===== src/rtl/dpll_pkg.sv =====
// Shared types for the DPLL lock controller: state and NCO adjust encodings.
// Also holds the default counter width and the adjust-select helper.
package dpll_pkg;

   localparam int CNT_W_DEF = 16;

   typedef enum logic [1:0] {
      ST_IDLE    = 2'd0,
      ST_MEASURE = 2'd1,
      ST_TRACK   = 2'd2,
      ST_LOCKED  = 2'd3
   } state_e;

   typedef enum logic [1:0] {
      ADJ_ZERO = 2'b00,
      ADJ_INC  = 2'b01,
      ADJ_DEC  = 2'b11
   } adj_e;

   function automatic adj_e adj_of(input logic neg, input logic zero);
      adj_e a;
      unique case (1'b1)
         zero:    a = ADJ_ZERO;
         neg:     a = ADJ_DEC;
         default: a = ADJ_INC;
      endcase
      return a;
   endfunction

endpackage


===== src/rtl/dpll_lock_ctrl_if.sv =====
// Control/status bundle between the DPLL loop controller and its neighbours.
// master drives enable and reference pulse; slave is the controller.
interface dpll_lock_ctrl_if
   import dpll_pkg::*;
#(
   parameter int CNT_W = CNT_W_DEF
);

   logic             en;
   logic             ref_pulse;
   logic [CNT_W-1:0] div_out;
   logic [CNT_W-1:0] phase_err;
   logic             out_clk;
   logic             out_pulse;
   logic             locked;
   logic [1:0]       state;

   modport master (
      output en,
      output ref_pulse,
      input  div_out,
      input  phase_err,
      input  out_clk,
      input  out_pulse,
      input  locked,
      input  state
   );

   modport slave (
      input  en,
      input  ref_pulse,
      output div_out,
      output phase_err,
      output out_clk,
      output out_pulse,
      output locked,
      output state
   );

endinterface


===== src/rtl/dpll_nco.sv =====
// Counter-based local oscillator: phase counter with +/-1 cycle stretch.
// Decodes the recovered clock and the phase-zero pulse.
module dpll_nco
   import dpll_pkg::*;
#(
   parameter int CNT_W = CNT_W_DEF
) (
   input  logic             clk_50K,
   input  logic             rst_n,
   input  logic             run,
   input  logic             hold,
   input  logic             sync,
   input  logic [CNT_W-1:0] div,
   input  adj_e             adj,
   output logic [CNT_W-1:0] phase_cnt,
   output logic             wrap,
   output logic             out_clk,
   output logic             out_pulse
);

   logic [CNT_W-1:0] phase_q;
   logic [CNT_W-1:0] phase_d;
   logic [CNT_W:0]   lim;

   always_comb begin
      lim = {1'b0, div} - (CNT_W+1)'(1);
      unique case (adj)
         ADJ_INC: lim = {1'b0, div};
         ADJ_DEC: lim = {1'b0, div} - (CNT_W+1)'(2);
         default: lim = {1'b0, div} - (CNT_W+1)'(1);
      endcase
   end

   // >= rather than == so a late shortening never lets the count run past
   assign wrap = run && ({1'b0, phase_q} >= lim);

   always_comb begin
      phase_d = phase_q + CNT_W'(1);
      if (sync) begin
         phase_d = CNT_W'(1);
      end else if (hold || wrap) begin
         phase_d = '0;
      end
   end

   always_ff @(posedge clk_50K or negedge rst_n) begin
      if (!rst_n) begin
         phase_q <= '0;
      end else begin
         phase_q <= phase_d;
      end
   end

   assign phase_cnt = phase_q;
   assign out_clk   = run && (phase_q < (div >> 1));
   assign out_pulse = run && (phase_q == '0);

endmodule


===== src/rtl/dpll_lock_ctrl.sv =====
// DPLL loop controller: measures the reference period, steers the NCO
// phase by +/-1 cycle and reports lock, phase error and divider.
module dpll_lock_ctrl
   import dpll_pkg::*;
#(
   parameter int CNT_W    = CNT_W_DEF,
   parameter int DIV_MIN  = 4,
   parameter int DIV_MAX  = 4096,
   parameter int LOCK_TOL = 1,
   parameter int LOCK_CNT = 8
) (
   input logic             clk_50K,
   input logic             rst_n,
   dpll_lock_ctrl_if.slave bus
);

   localparam int LCW = $clog2(LOCK_CNT + 1);
   localparam logic signed [CNT_W-1:0] TOL_S = CNT_W'(LOCK_TOL);

   state_e           state_q, state_d;
   logic [CNT_W-1:0] div_q, div_d;
   logic [CNT_W-1:0] err_q, err_d;
   logic [CNT_W-1:0] per_q, per_d;
   logic [LCW-1:0]   lock_q, lock_d;
   logic             locked_q, locked_d;
   adj_e             adj_q, adj_d;

   logic                    pulse;
   logic                    run;
   logic                    run_d;
   logic                    sync;
   logic                    wrap;
   logic                    in_rng;
   logic                    in_tol;
   logic                    loss;
   logic                    meas_to;
   logic [CNT_W-1:0]        phase_cnt;
   logic [CNT_W-1:0]        e;
   logic signed [CNT_W-1:0] e_s;
   logic [LCW-1:0]          lock_inc;
   logic [CNT_W-1:0]        div_step;

   assign pulse   = bus.en && bus.ref_pulse;
   assign run     = (state_q == ST_TRACK) || (state_q == ST_LOCKED);
   assign run_d   = (state_d == ST_TRACK) || (state_d == ST_LOCKED);
   assign in_rng  = (per_q >= CNT_W'(DIV_MIN)) && (per_q <= CNT_W'(DIV_MAX));
   assign meas_to = per_q > CNT_W'(DIV_MAX);
   assign loss    = {1'b0, per_q} >= {div_q, 1'b0};

   // early half of the NCO cycle reads as late (+), second half as early (-)
   assign e      = (phase_cnt < (div_q >> 1)) ? phase_cnt : phase_cnt - div_q;
   assign e_s    = signed'(e);
   assign in_tol = (e_s <= TOL_S) && (e_s >= -TOL_S);

   assign lock_inc = (lock_q == '1) ? lock_q : lock_q + LCW'(1);

   always_comb begin
      div_step = div_q;
      if (per_q > div_q) begin
         div_step = div_q + CNT_W'(1);
      end else if (per_q < div_q) begin
         div_step = div_q - CNT_W'(1);
      end
   end

   always_ff @(posedge clk_50K or negedge rst_n) begin
      if (!rst_n) begin
         state_q <= ST_IDLE;
      end else begin
         state_q <= state_d;
      end
   end

   always_comb begin
      state_d = state_q;
      if (!bus.en) begin
         state_d = ST_IDLE;
      end else begin
         unique case (state_q)
            ST_IDLE: begin
               if (bus.ref_pulse) state_d = ST_MEASURE;
            end
            ST_MEASURE: begin
               if (bus.ref_pulse) begin
                  if (in_rng) state_d = ST_TRACK;
               end else if (meas_to) begin
                  state_d = ST_IDLE;
               end
            end
            ST_TRACK: begin
               if (bus.ref_pulse) begin
                  if (in_tol && (lock_inc == LCW'(LOCK_CNT)))
                     state_d = ST_LOCKED;
               end else if (loss) begin
                  state_d = ST_IDLE;
               end
            end
            ST_LOCKED: begin
               if (bus.ref_pulse) begin
                  if (!in_tol) state_d = ST_TRACK;
               end else if (loss) begin
                  state_d = ST_IDLE;
               end
            end
            default: state_d = ST_IDLE;
         endcase
      end
   end

   always_comb begin
      div_d  = div_q;
      err_d  = err_q;
      lock_d = lock_q;
      adj_d  = adj_q;
      sync   = 1'b0;
      if (wrap) adj_d = ADJ_ZERO;
      if (pulse) begin
         unique case (state_q)
            ST_MEASURE: begin
               if (in_rng) begin
                  div_d  = per_q;
                  lock_d = '0;
                  adj_d  = ADJ_ZERO;
                  sync   = 1'b1;
               end
            end
            ST_TRACK, ST_LOCKED: begin
               err_d  = e;
               adj_d  = adj_of(e_s < 0, e == '0);
               lock_d = in_tol ? lock_inc : '0;
               // an out-of-tolerance hit while locked is a phase step,
               // so it must not also drag the locked frequency
               if (in_rng) begin
                  if (state_q == ST_TRACK) div_d = per_q;
                  else if (in_tol)         div_d = div_step;
               end
            end
            default: ;
         endcase
      end
      if (!run_d) adj_d = ADJ_ZERO;
      locked_d = (state_d == ST_LOCKED);
      per_d    = (per_q == '1) ? per_q : per_q + CNT_W'(1);
      if (bus.ref_pulse) per_d = CNT_W'(1);
   end

   always_ff @(posedge clk_50K or negedge rst_n) begin
      if (!rst_n) begin
         div_q    <= '0;
         err_q    <= '0;
         per_q    <= '0;
         lock_q   <= '0;
         locked_q <= 1'b0;
         adj_q    <= ADJ_ZERO;
      end else begin
         div_q    <= div_d;
         err_q    <= err_d;
         per_q    <= per_d;
         lock_q   <= lock_d;
         locked_q <= locked_d;
         adj_q    <= adj_d;
      end
   end

   dpll_nco #(
      .CNT_W(CNT_W)
   ) u_nco (
      .clk_50K  (clk_50K),
      .rst_n    (rst_n),
      .run      (run),
      .hold     (!run_d),
      .sync     (sync),
      .div      (div_q),
      .adj      (adj_q),
      .phase_cnt(phase_cnt),
      .wrap     (wrap),
      .out_clk  (bus.out_clk),
      .out_pulse(bus.out_pulse)
   );

   assign bus.state     = state_q;
   assign bus.div_out   = div_q;
   assign bus.phase_err = err_q;
   assign bus.locked    = locked_q;

endmodule

===== src/flat_wrapper.sv =====
// flat-port wrapper written by rule: the top's interface ports become plain ports
module dpll_lock_ctrl_flat import dpll_pkg::*;
#(
   parameter int CNT_W    = CNT_W_DEF,
   parameter int DIV_MIN  = 4,
   parameter int DIV_MAX  = 4096,
   parameter int LOCK_TOL = 1,
   parameter int LOCK_CNT = 8
)
  (clk_50K, rst_n, bus_en, bus_ref_pulse, bus_div_out, bus_phase_err, bus_out_clk, bus_out_pulse, bus_locked, bus_state);
  dpll_lock_ctrl_if #(.CNT_W(CNT_W)) bus_i ();
  input logic clk_50K;
  input logic rst_n;
  input wire logic [$bits(bus_i.en)-1:0] bus_en;
  input wire logic [$bits(bus_i.ref_pulse)-1:0] bus_ref_pulse;
  output wire logic [$bits(bus_i.div_out)-1:0] bus_div_out;
  output wire logic [$bits(bus_i.phase_err)-1:0] bus_phase_err;
  output wire logic [$bits(bus_i.out_clk)-1:0] bus_out_clk;
  output wire logic [$bits(bus_i.out_pulse)-1:0] bus_out_pulse;
  output wire logic [$bits(bus_i.locked)-1:0] bus_locked;
  output wire logic [$bits(bus_i.state)-1:0] bus_state;
  assign bus_i.en = bus_en;
  assign bus_i.ref_pulse = bus_ref_pulse;
  assign bus_div_out = bus_i.div_out;
  assign bus_phase_err = bus_i.phase_err;
  assign bus_out_clk = bus_i.out_clk;
  assign bus_out_pulse = bus_i.out_pulse;
  assign bus_locked = bus_i.locked;
  assign bus_state = bus_i.state;
  dpll_lock_ctrl #(.CNT_W(CNT_W), .DIV_MIN(DIV_MIN), .DIV_MAX(DIV_MAX), .LOCK_TOL(LOCK_TOL), .LOCK_CNT(LOCK_CNT)) u_core (.clk_50K(clk_50K), .rst_n(rst_n), .bus(bus_i));
endmodule

===== config.mk =====
export PLATFORM = sky130hd
export DESIGN_NAME = dpll_lock_ctrl_flat
export DESIGN_NICKNAME = d
export VERILOG_FILES = /design/src/rtl/dpll_pkg.sv /design/src/rtl/dpll_lock_ctrl_if.sv /design/src/rtl/dpll_nco.sv /design/src/rtl/dpll_lock_ctrl.sv /design/src/flat_wrapper.sv
export SDC_FILE = /design/constraint.sdc
export NUM_CORES = 1
export LEC_CHECK = 0
export ABC_AREA = 1
export CAP_MARGIN = 30
export CELL_PAD_IN_SITES_DETAIL_PLACEMENT = 1
export CELL_PAD_IN_SITES_GLOBAL_PLACEMENT = 2
export CORE_UTILIZATION = 32
export DETAILED_ROUTE_END_ITERATION = 8
export PLACE_DENSITY = 0.74
export SYNTH_ARGS = -nofsm -noshare
export SYNTH_HDL_FRONTEND = slang
export SYNTH_SLANG_ARGS = --single-unit

===== constraint.sdc =====
create_clock -name clk_50K -period 3.3 [get_ports clk_50K]
set_input_delay 0.825 -clock clk_50K [delete_from_list [all_inputs] [get_ports clk_50K]]
set_output_delay 0.825 -clock clk_50K [all_outputs]
set_load 0.02 [all_outputs]

== Word level (Yosys, flattened, before mapping) ==
Index checks and enable logic that the tools add are counted.

* Bits in registers: 73
* Input bits: 4
* Output and inout port bits: 37
* Logic and storage cells: 98

* Add/subtract/negate cells: 8
* $lt $le $gt $ge: 11
* Equal/unequal tests: 15
* Mux-type cells: 37
* Reduce and logical (&&, ||, !) cells: 19

{| class="wikitable"
|+ Operators with widths
! cell !! count
|-
| 16-bit two-way mux || 11
|-
| 16-bit by 1-bit adder with 16-bit output, second input constant || 3
|-
| 16-bit by 17-bit >= comparator with 1-bit output || 2
|-
| 17-bit one-hot mux with 2 select lines || 1
|-
| 16-bit logical NOT || 2
|-
| 16-bit one-hot mux with 2 select lines || 1
|-
| 2-bit two-way mux || 14
|-
| 16-bit by 1-bit subtractor with 17-bit output, second input constant || 1
|-
| 16-bit by 2-bit subtractor with 17-bit output, second input constant || 1
|-
| 16-bit == test, second input constant || 1
|-
| 16-bit by 1-bit >= comparator with 1-bit output, second input constant || 1
|-
| 16-bit by 3-bit >= comparator with 1-bit output, second input constant || 1
|-
| 16-bit by 13-bit > comparator with 1-bit output, second input constant || 1
|-
| 16-bit > comparator || 1
|-
| 16-bit by 13-bit <= comparator with 1-bit output, second input constant || 1
|-
| 16-bit by 2-bit <= comparator with 1-bit output, second input constant || 1
|-
| 16-bit by 1-bit less-than comparator with 1-bit output, second input constant || 1
|-
| 16-bit by 15-bit less-than comparator with 1-bit output || 1
|-
| 16-bit less-than comparator || 1
|-
| 16-bit by 1-bit subtractor with 16-bit output, second input constant || 1
|-
| 16-bit subtractor || 1
|-
| 4-bit two-way mux || 3
|-
| 2-bit == test, second input constant || 5
|-
| 4-bit == test, second input constant || 2
|-
| 19 further kinds || 32
|}

== Longest topological paths before layout ==
* Word-level depth: 15
* Depth in mapped cells: 26
* Gate-level depth less buffers: 26

== Hierarchy ==
Synthesis repeated with hierarchy kept, for this count alone.

* Cell total of the unflattened synthesis: 1139
* Area total of the unflattened synthesis: 7825.0 um^2

{| class="wikitable"
|+ Modules (own cells, without submodules)
! module !! instances !! cells an instance !! area each (um^2) !! seq. area each (um^2)
|-
| dpll_lock_ctrl || 1 || 855 || 5744.3 || 1426.4
|-
| dpll_nco || 1 || 284 || 2080.7 || 400.4
|}

== Worst setup path before layout ==
No wires, ideal clock.

* Kind: register -> register
* Start point: reg u_core.div_q[1], in the netlist u_core.bus.div_out[1]
* End point: reg u_core.div_q[12], in the netlist u_core.bus.div_out[12]
* Arrival: 3.670 ns
* Path slack: -0.495 ns
* Stages on the path, launching flop included: 26
* Clock period less this slack: 3.795 ns
* Path through: dfrtp_1 -> inv_1 -> ha_1 -> a21oi_1 -> o21a_1 -> o221ai_1 -> nand2_1 -> nand2_1 -> nand2_1 -> ha_1 -> a21oi_1 -> o21bai_1 -> a21o_1 -> nand2_1 -> nand2_1 -> nand2_1 -> nand2_1 -> a21oi_1 -> o21ai_0 -> nand3_1 -> nand2_1 -> nand2_1 -> nand3_1 -> nand2_1 -> nand2_1 -> o21ai_1

* Word-level cells in the longest chain between the ends: 7
* Elaborated cells on any way between the ends: 19
* Classes of those cells: add/sub: 3; order compare: 5; eq/ne: 2; mux: 7; reduce/logical: 2

{| class="wikitable"
|+ Ends and longest elaborated chain
! element !! RTL line !! RTL
|-
| start: declaration || dpll_lock_ctrl.sv:21 || <nowiki>logic [CNT_W-1:0] div_q, div_d;</nowiki>
|-
| start signal: assignment || dpll_lock_ctrl.sv:156 || <nowiki>div_q <= div_d;</nowiki>
|-
| branches (longest 7 deep; another with 16-bit subtractor) || -- ||
|}

Parallel ways; which one is timed is not known. The select of a mux whose other input is x is not followed.
A chain may end at the register's enable or synchronous reset.

== Worst setup path after layout ==
* Start point: reg u_core.div_q[1], in the netlist u_core.bus.div_out[1]
* End point: reg u_core.div_q[14], in the netlist u_core.bus.div_out[14]

The elaborated chain is that of the path after synthesis.

==> results.cfg <==
[critical_path]
worst_r2r_path_depth = 26
cp.buffers_inverters = 4
r2r-end = u_core.bus.div_out[14]
cp_top_family = simple AND/OR/NAND/NOR gates
crit_fanout = 6
critPathLaunchType = flop
arrival_ns = 3.83
reg2reg_from = u_core.bus.div_out[1]
crit_type = flop to flop
crit_path_frequent_cell = nand2_2
critical_path_required_ns = 3.55
r2r_setup_slack_ns = -0.28
slowest_delay_ns = 0.39
endpoint_kind = flop
slowest_stage = dfrtp_2

[die]
rows = 55
dieArea_mm2 = 0.0237
core_area_mm2 = 0.0226
initial_core_util_pct = 32.7
die_height_um = 154
chipWidth_um = 154
io_pins = 41

[place]
port_buffers = 40
gp_congestion = 0.870
dp_worst_setup_slack_ns = -0.381
dpl_cell_area_mm2 = 0.00943
dp_hpwl_mm = 22.4

[drt]
drc = 0
ant_nets = 0
drtIter0Drc = 423
wire_per_inst_um = 18.5
vias_per_cell = 5.08
wl_mm = 29.8
vias = 8197
drtPass1Iterations = 4

[synth]
ys_types = 54
synth.cell_area_mm2 = 0.00739
ys.flop_type = dfrtp_1
synth_fa_ha_area_share_pct = 17.1
synth_edf_count = 0
synthSimpleGateAreaFrac_pct = 30.8
yosys.area.top_type_share_pct = 24.7
ys_seq_elements = 73
yosysTopAreaCell = dfrtp_1
synth_xor_area_share_pct = 4.38
synth_area_leaders = dfrtp_1 (25%), ha_1 (17%), nand2_1 (13%)
synth_compound_gate_area_share_pct = 14.4
async_flop_share_pct = 100
yosys_warnings = 0
netlist_instances = 1053
synth.area.mux_share_pct = 0
syn_nets = 1157
synth_top_family_by_area = simple AND/OR/NAND/NOR gates
yosysSeqAreaShare_pct = 24.7
avgSynthCellArea_um2 = 7.02

[timing]
fin_crit_ns = 3.58
rsz0062_at_grt = true
drv_slew = 0
period_share_pct = 108
worst_slack_ns = -0.280
hold_viol = 0
tightest_slew_ns = 0.739
maxSlewHeadroom_pct = 50.7
finalSetupViolCount = 31
fin_worst_skew_ns = 0.0144
max_freq_mhz = 279

[power]
power_density_mw_per_mm2 = 590
finalPower_mw = 6.87
max-vdd-ir-drop_uv = 384
p_int_mw = 3.88
p_comb_share_pct = 68.0
p_leak_nw = 5.59
clkPwrFrac_pct = 16.0
seqPwrFrac_pct = 16.0
p_switching_mw = 2.99
swShare_pct = 43.5

[hold_path]
whs_endpoint = u_core.bus.phase_err[2]
min_path_type = flop to flop
min_from = u_core.bus.phase_err[2]
hold_depth = 2

[global_routing]
antenna_found_initial = 0
grt.total_usage_pct = 25.3
grt_max_degree = 43
grt.overflow.total = 0
grt_pass1_vias = 8659
grt_pass1_wl_mm = 46.4

[run_status]
violations = setup timing
status = finished, violations left

[clock_network]
cts_tree = done
clkLatencyLatePin_ns = 0.35
numClockSinks = 73
cts.clk_slew.worst_paths_ns = 0.07
clockBufferDepth = 2
cts_hold_buf = 0
clock-root-buffer = clkbuf_16
htree_num_levels = 3
cts-buffers-inserted = 9

[final_layout]
seq_area_mm2 = 0.00184
fin_nets = 1427
final_area_mm2 = 0.0116
antenna_cells = 0
drive_above_1_share_pct = 38.6
fillers = 2757
syn_to_final_growth_pct = 57.5
multi_input_area_mm2 = 0.00617

[flow_run]
drv_cap = 0
-- worst max-delay path by stage --
stage | from | endpoint | slack, ns | cells after the start
after CTS | u_core.bus.div_out[1] | u_core.u_nco.phase_cnt[0] | -0.26 | 19
final | u_core.bus.div_out[1] | u_core.bus.div_out[14] | -0.28 | 26
after global routing | u_core.bus.div_out[1] | u_core.bus.div_out[12] | -0.50 | 27
after floorplan | u_core.bus.div_out[1] | u_core.bus.div_out[12] | -0.12 | 24
after global placement | u_core.bus.div_out[1] | u_core.u_nco.phase_cnt[0] | -0.33 | 18
after detailed placement | u_core.bus.div_out[1] | u_core.u_nco.phase_cnt[0] | -0.38 | 18
-- power groups by stage --
stage | clock network (mW) | logic (mW) | registers, mW
floorplan | 0 | 1.78 | 1.29
global placement | 0 | 3.51 | 1.11
detailed placement | 0 | 3.57 | 1.12
CTS | 1.11 | 4.13 | 1.10
global route | 1.14 | 5.11 | 1.11
finish | 1.10 | 4.68 | 1.10
-- synth_stat cells (2+ instances only) --
library cell	n
clkbuf_1	8
xnor2_1	5
o22ai_1	4
ha_1	98
o211ai_1	2
or2_2	5
xor2_1	32
inv_1	136
inv_2	5
nand2_1	253
o31ai_1	4
a21o_1	4
nand3_1	80
a31oi_1	4
buf_4	2
a221oi_1	2
o21a_1	7
nand4_2	2
o21ai_0	52
o21ai_2	15
nor3_1	38
nand2_4	2
nand3b_1	4
dfrtp_1	73
nor2_1	79
nor4_1	3
a21oi_1	63
nand4_1	15
o2111ai_1	2
fa_1	2
o32ai_1	2
buf_8	3
nand2_2	22
nor3_2	2
o21ai_1	4
-- through the flow --
stage	TNS [ns]	hold WS, ns	util, %	instances
floorplan	-0.813	0.505	-	1053
global placement	-5.56	0.465	41.7	1523
detailed placement	-6.97	0.469	41.7	1523
CTS	-6.64	0.487	48.0	1589
global route	-12.68	0.504	51.4	1613
finish	-5.76	0.481	51.4	1613
-- routing by layer --
metal	vias to the layer above	GRT usage (%)	routed length, µm
li1	4055	-	-
met1	4022	30.9	12900
met2	75	46.3	15200
met3	45	2.62	565
met4	0	8.14	1100
met5	-	0	0
-- worst register-to-register path: cells and delay by family, from the launching register on --
kind / cells / cell delay [ns]
compound gates: 9 / 1.00
fa+ha+maj: 2 / 0.54
buf+inv: 4 / 0.55
flops: 1 / 0.39
simple gates: 11 / 1.04
-- kinds of logic after synthesis --
logic type      Yosys count
simple gates            511
compound gates          175
buf+inv                 157
fa+ha+maj               100
flops                    73
xor+xnor                 37
-- registers in the layout (all words and copies together) (netlist names) --
signal and cells:
u_core.adj_q 2, u_core.bus.state 2, u_core.bus.div_out 16, u_core.per_q 16, u_core.bus.locked 1, u_core.u_nco.phase_cnt 16, u_core.lock_q 4, u_core.bus.phase_err 16
-- cell usage in the layout (no fill, tap or decap), types with 15 or more instances in the layout --
cell type / n
clkdlybuf4s50_1: 37
xor2_1: 32
ha_1: 71
nand3_2: 27
nand4_1: 15
buf_4: 187
nand2_4: 18
buf_6: 30
dfrtp_1: 65
nor3_1: 24
nand3_1: 48
nor2_1: 64
o21ai_2: 23
a21oi_1: 46
o21ai_0: 37
ha_4: 22
inv_1: 126
nand2_1: 196
nand2_2: 60
-- cell type report --
| cell class | count | share of cell area [%] |
|---|---|---|
| clock inverter | 5 | 0.677 |
| timing repair buffer | 270 | 20.9 |
| tap | 285 | 3.06 |
| clock buffer | 11 | 2.00 |
| multi-input combinational | 827 | 53.0 |
| inverter | 142 | 4.65 |
| sequential | 73 | 15.8 |
-- what timing repair did --
| action | CTS | global route |
|---|---|---|
| pin swaps | 58 | 69 |
| gates cloned | 6 | 1 |
| setup buffers | 45 | 28 |
| setup endpoints to repair | 38 | 41 |
| gates resized for setup | 137 | 146 |
No activity file was read; power rests on OpenSTA's default activity.
==> patch 1 (same settings) <==
`LOCK_CNT` is set to 8 in 2 places; all go to 16.
--- a/src/rtl/dpll_lock_ctrl.sv
+++ b/src/rtl/dpll_lock_ctrl.sv
@@ -7,7 +7,7 @@
    parameter int DIV_MIN  = 4,
    parameter int DIV_MAX  = 4096,
    parameter int LOCK_TOL = 1,
-   parameter int LOCK_CNT = 8
+   parameter int LOCK_CNT = 16
 ) (
    input logic             clk_50K,
    input logic             rst_n,
--- a/src/flat_wrapper.sv
+++ b/src/flat_wrapper.sv
@@ -5,7 +5,7 @@
    parameter int DIV_MIN  = 4,
    parameter int DIV_MAX  = 4096,
    parameter int LOCK_TOL = 1,
-   parameter int LOCK_CNT = 8
+   parameter int LOCK_CNT = 16
 )
   (clk_50K, rst_n, bus_en, bus_ref_pulse, bus_div_out, bus_phase_err, bus_out_clk, bus_out_pulse, bus_locked, bus_state);
   dpll_lock_ctrl_if #(.CNT_W(CNT_W)) bus_i ();
Check against the original RTL: no difference found for any inputs over 10 cycles, from zero or initial values and one cycle with rst_n low; that may be too few to reach the edited logic, so the function may still have changed.
==> patch 1 against the original RTL <==
  * Hold slack lost 0.0070 ns
  * Count of clock-buffer cells in the layout shrank 1
  * The run still ends with negative setup slack left
  * Sequential cell count grew 1
  * Synthesized area is essentially flat
  * Cell area shrank 6.0%
  * Combinational power shrank 9.8%
  * Sequential power shrank 6%
  * Highest routed layer unchanged
  * Worst setup slack gained 0.074 ns
  * Routed wire length shrank 0.93%
  * Total power shrank 6.6%
==> patch 1: results <==
set metrics [dict create \
    status "finished, violations left" \
    violations "negative setup slack" \
    placed_cell_area_sq_um 9450 \
    inverters_excl_clock 139 \
    setup_viol 24 \
    clock_power_mw 1.17 \
    ff2ff_path_depth 25 \
    hold_slack_ns 0.474 \
    grt_pass1_wl_microns 45600 \
    setup_ws_ns -0.205 \
    worstReg2RegStart "u_core.per_q[3]" \
    multi_input_area_share_pct 53.3 \
    synth.avg_cell_area_sq_um 6.82 \
    worstPathArrival_ns 3.75 \
    synth_fa_ha_area_share_pct 17.1 \
    nMultiInputCombCells 857 \
    ir_worst_vdd_mv 0.339 \
    route.met2.wl_microns 15800 \
    dr.first_iter.drc_count 315 \
    cp_max_fo 7 \
    nClkBuffers 10 \
    syn_nets 1187 \
    fin_nets 1425 \
    timing.critical_path.to "u_core.bus.div_out[12]" \
    ys_types 46 \
]
## patch 1: cell types whose count changed after synthesis, sizes merged, moves of 2 or more
cell    delta
a211oi     +4
clkbuf     +2
nor3       +5
o22ai      -2
o21a       -5
nand2     +44
o32ai      -2
a21oi      -2
xor2       +6
o211ai     +2
inv        -3
a221oi     -2
o21ai     -19
nand3b     +5
## patch 1: worst max-delay path: stages, from the launching register on
cell,delay [ns]
dfrtp_1,0.43
ha_4,0.32
inv_4,0.05
o31ai_4,0.25
nand2_1,0.08
o211ai_1,0.11
nand2_2,0.11
nand2_4,0.14
nand2_8,0.12
ha_4,0.33
nand3_2,0.07
nand3_2,0.07
nand2_1,0.06
nand2_1,0.05
nand2_1,0.06
nand2_2,0.08
nand2_2,0.07
nand2_2,0.07
a21oi_4,0.07
o21a_1,0.21
o21a_1,0.19
or2_4,0.22
nand3_2,0.06
nand2_1,0.06
nand3_1,0.06
nand2_1,0.05
==> patch 2 (config.mk and constraints unchanged) <==
Made on the original files. Make the reset (`rst_n`) synchronous in 3 clocked blocks.
--- a/src/rtl/dpll_nco.sv
+++ b/src/rtl/dpll_nco.sv
@@ -43,7 +43,7 @@
       end
    end
 
-   always_ff @(posedge clk_50K or negedge rst_n) begin
+   always_ff @(posedge clk_50K) begin
       if (!rst_n) begin
          phase_q <= '0;
       end else begin
--- a/src/rtl/dpll_lock_ctrl.sv
+++ b/src/rtl/dpll_lock_ctrl.sv
@@ -63,7 +63,7 @@
       end
    end
 
-   always_ff @(posedge clk_50K or negedge rst_n) begin
+   always_ff @(posedge clk_50K) begin
       if (!rst_n) begin
          state_q <= ST_IDLE;
       end else begin
@@ -144,7 +144,7 @@
       if (bus.ref_pulse) per_d = CNT_W'(1);
    end
 
-   always_ff @(posedge clk_50K or negedge rst_n) begin
+   always_ff @(posedge clk_50K) begin
       if (!rst_n) begin
          div_q    <= '0;
          err_q    <= '0;
Check against the original RTL: differs if rst_n is asserted again (counterexample within 4 cycles, from zero or initial values and one cycle with rst_n low); with rst_n held inactive, the same outputs for 10 cycles.
==> patch 2 against the original RTL <==
  * The run still ends with negative setup slack left
  * Routed wire length grew 9.3%
  * Cell area shrank 3.7%
  * Hold slack lost 0.0093 ns
  * Die area shrank 2.5%
  * Critical endpoint is now u_core.bus.div_out[14]
  * Worst setup slack gained 0.15 ns
  * Largest cell class unchanged
  * Synthesized area shrank 2.5%
  * Core utilization shrank 0.34 points
  * Via count grew 4.9%
  * Count of clock-buffer cells in the layout is the same
  * Highest routed layer unchanged
  * Critical path depth shrank 2
  * Sequential cell count is the same
Power is not compared: it rests on default switching activity, and its combinational part moved more than twofold at a synthesized area within 25%.
==> patch 2: results <==
set metrics [dict create \
    synth-async-reset-ratio_pct 0 \
    grt_max_degree 27 \
    grt_pass1_vias 8834 \
    dr.first_iter.drc_count 349 \
    worst_pin_slew_ns 0.851 \
    fin_nets 1470 \
    clock_skew_ns 0.0123 \
    ir_worst_vdd_mv 0.226 \
    status "finished, violations left" \
    placed_cell_area_sq_um 9120 \
    wl_microns 32500 \
    grt_pass1_wl_microns 47900 \
    grt_usage_pct 26.3 \
    place_congestion 0.893 \
    slowest_stage "dfxtp_2" \
    violations "negative setup slack" \
    ys_types 46 \
    n_fill_cell 2750 \
    hpwl_microns 23900 \
    synthTopCellsByArea "dfxtp_1, ha_1, nand2_1" \
    viasPerCell 5.21 \
    slowest_delay_ns 0.35 \
    ys_seq_area_share_pct 20.3 \
    setup_viol 18 \
    syn_nets 1239 \
    synthFlopType "dfxtp_1" \
    setup_ws_ns -0.127 \
    synth_common_cells "nand2_1, inv_1, nor2_1" \
]
-- patch 2: cell families after synthesis --
kind of cell               synth area share [%]
adders and majority gates                  17.6
buffers and inverters                      9.67
xor gates and xnor gates                   4.86
DFF                                        20.3
muxes                                     0.295
and+or+nand+nor                            33.4
AOI/OAI and AO/OA                          13.9
-- patch 2: what timing repair did --
action	in CTS	in global routing
hold endpoints to repair	0	0
buffers inserted	8	26
pin swaps	25	93
endpoints found under the setup margin	35	40
resized for setup	78	215
gates cloned	2	6
-- patch 2: power by group through the flow --
stage,Sequential (mW),Clock [mW],Combinational [mW]
after floorplan,0.906,0,0.115
after global placement,0.904,0,0.224
after detailed placement,0.904,0,0.228
after CTS,0.883,1.17,0.272
after global routing,0.884,1.21,0.360
final,0.884,1.15,0.337
-- patch 2: area by class of cell --
type | count | share of cell area [%]
Tap cell | 280 | 3.12
Multi-Input combinational cell | 888 | 56.6
Clock inverter | 5 | 0.758
Timing Repair Buffer | 235 | 18.6
Clock buffer | 11 | 2.26
Inverter | 159 | 5.50
Sequential cell | 73 | 13.2
-- patch 2: worst max-delay path, delay by kind of cell (launching register included) --
family / cells / cell delay [ns]
AOI/OAI and AO/OA: 9 / 1.12
xor gates and xnor gates: 1 / 0.12
adders and majority gates: 2 / 0.58
buffers and inverters: 2 / 0.14
DFF: 1 / 0.35
and+or+nand+nor: 10 / 1.02
-- patch 2: worst paths after layout --
| check | startpoint | end | slack, ns |
|---|---|---|---|
| max reg2reg | u_core.bus.div_out[1] | u_core.bus.div_out[14] | -0.13 |
| max | u_core.bus.div_out[1] | u_core.bus.div_out[14] | -0.13 |
| min reg2reg | u_core.bus.phase_err[15] | u_core.bus.phase_err[15] | 0.47 |
| min | u_core.bus.phase_err[15] | u_core.bus.phase_err[15] | 0.47 |
-- patch 2: stage by stage --
step                setup slack [ns]  instances  power (mW)  setup TNS (ns)  util (%)
floorplan                   -0.00893       1135        1.02         -0.0551         -
global placement              -0.285       1594        1.13           -3.14      41.5
detailed placement            -0.311       1594        1.13           -4.00      41.5
CTS                          -0.0709       1620        2.32          -0.714      45.1
global route                  -0.334       1651        2.46           -7.39      51.1
finish                        -0.127       1651        2.37          -0.854      51.1
-- patch 2: routing by layer --
metal,wire (microns),up-vias,global-route usage (%),share of wire [%]
li1,-,4220,-,-
met1,13900,4233,32.4,43
met2,17100,101,49.2,52
met3,660,45,2.25,2.0
met4,881,0,6.37,2.7
met5,0,-,0,0
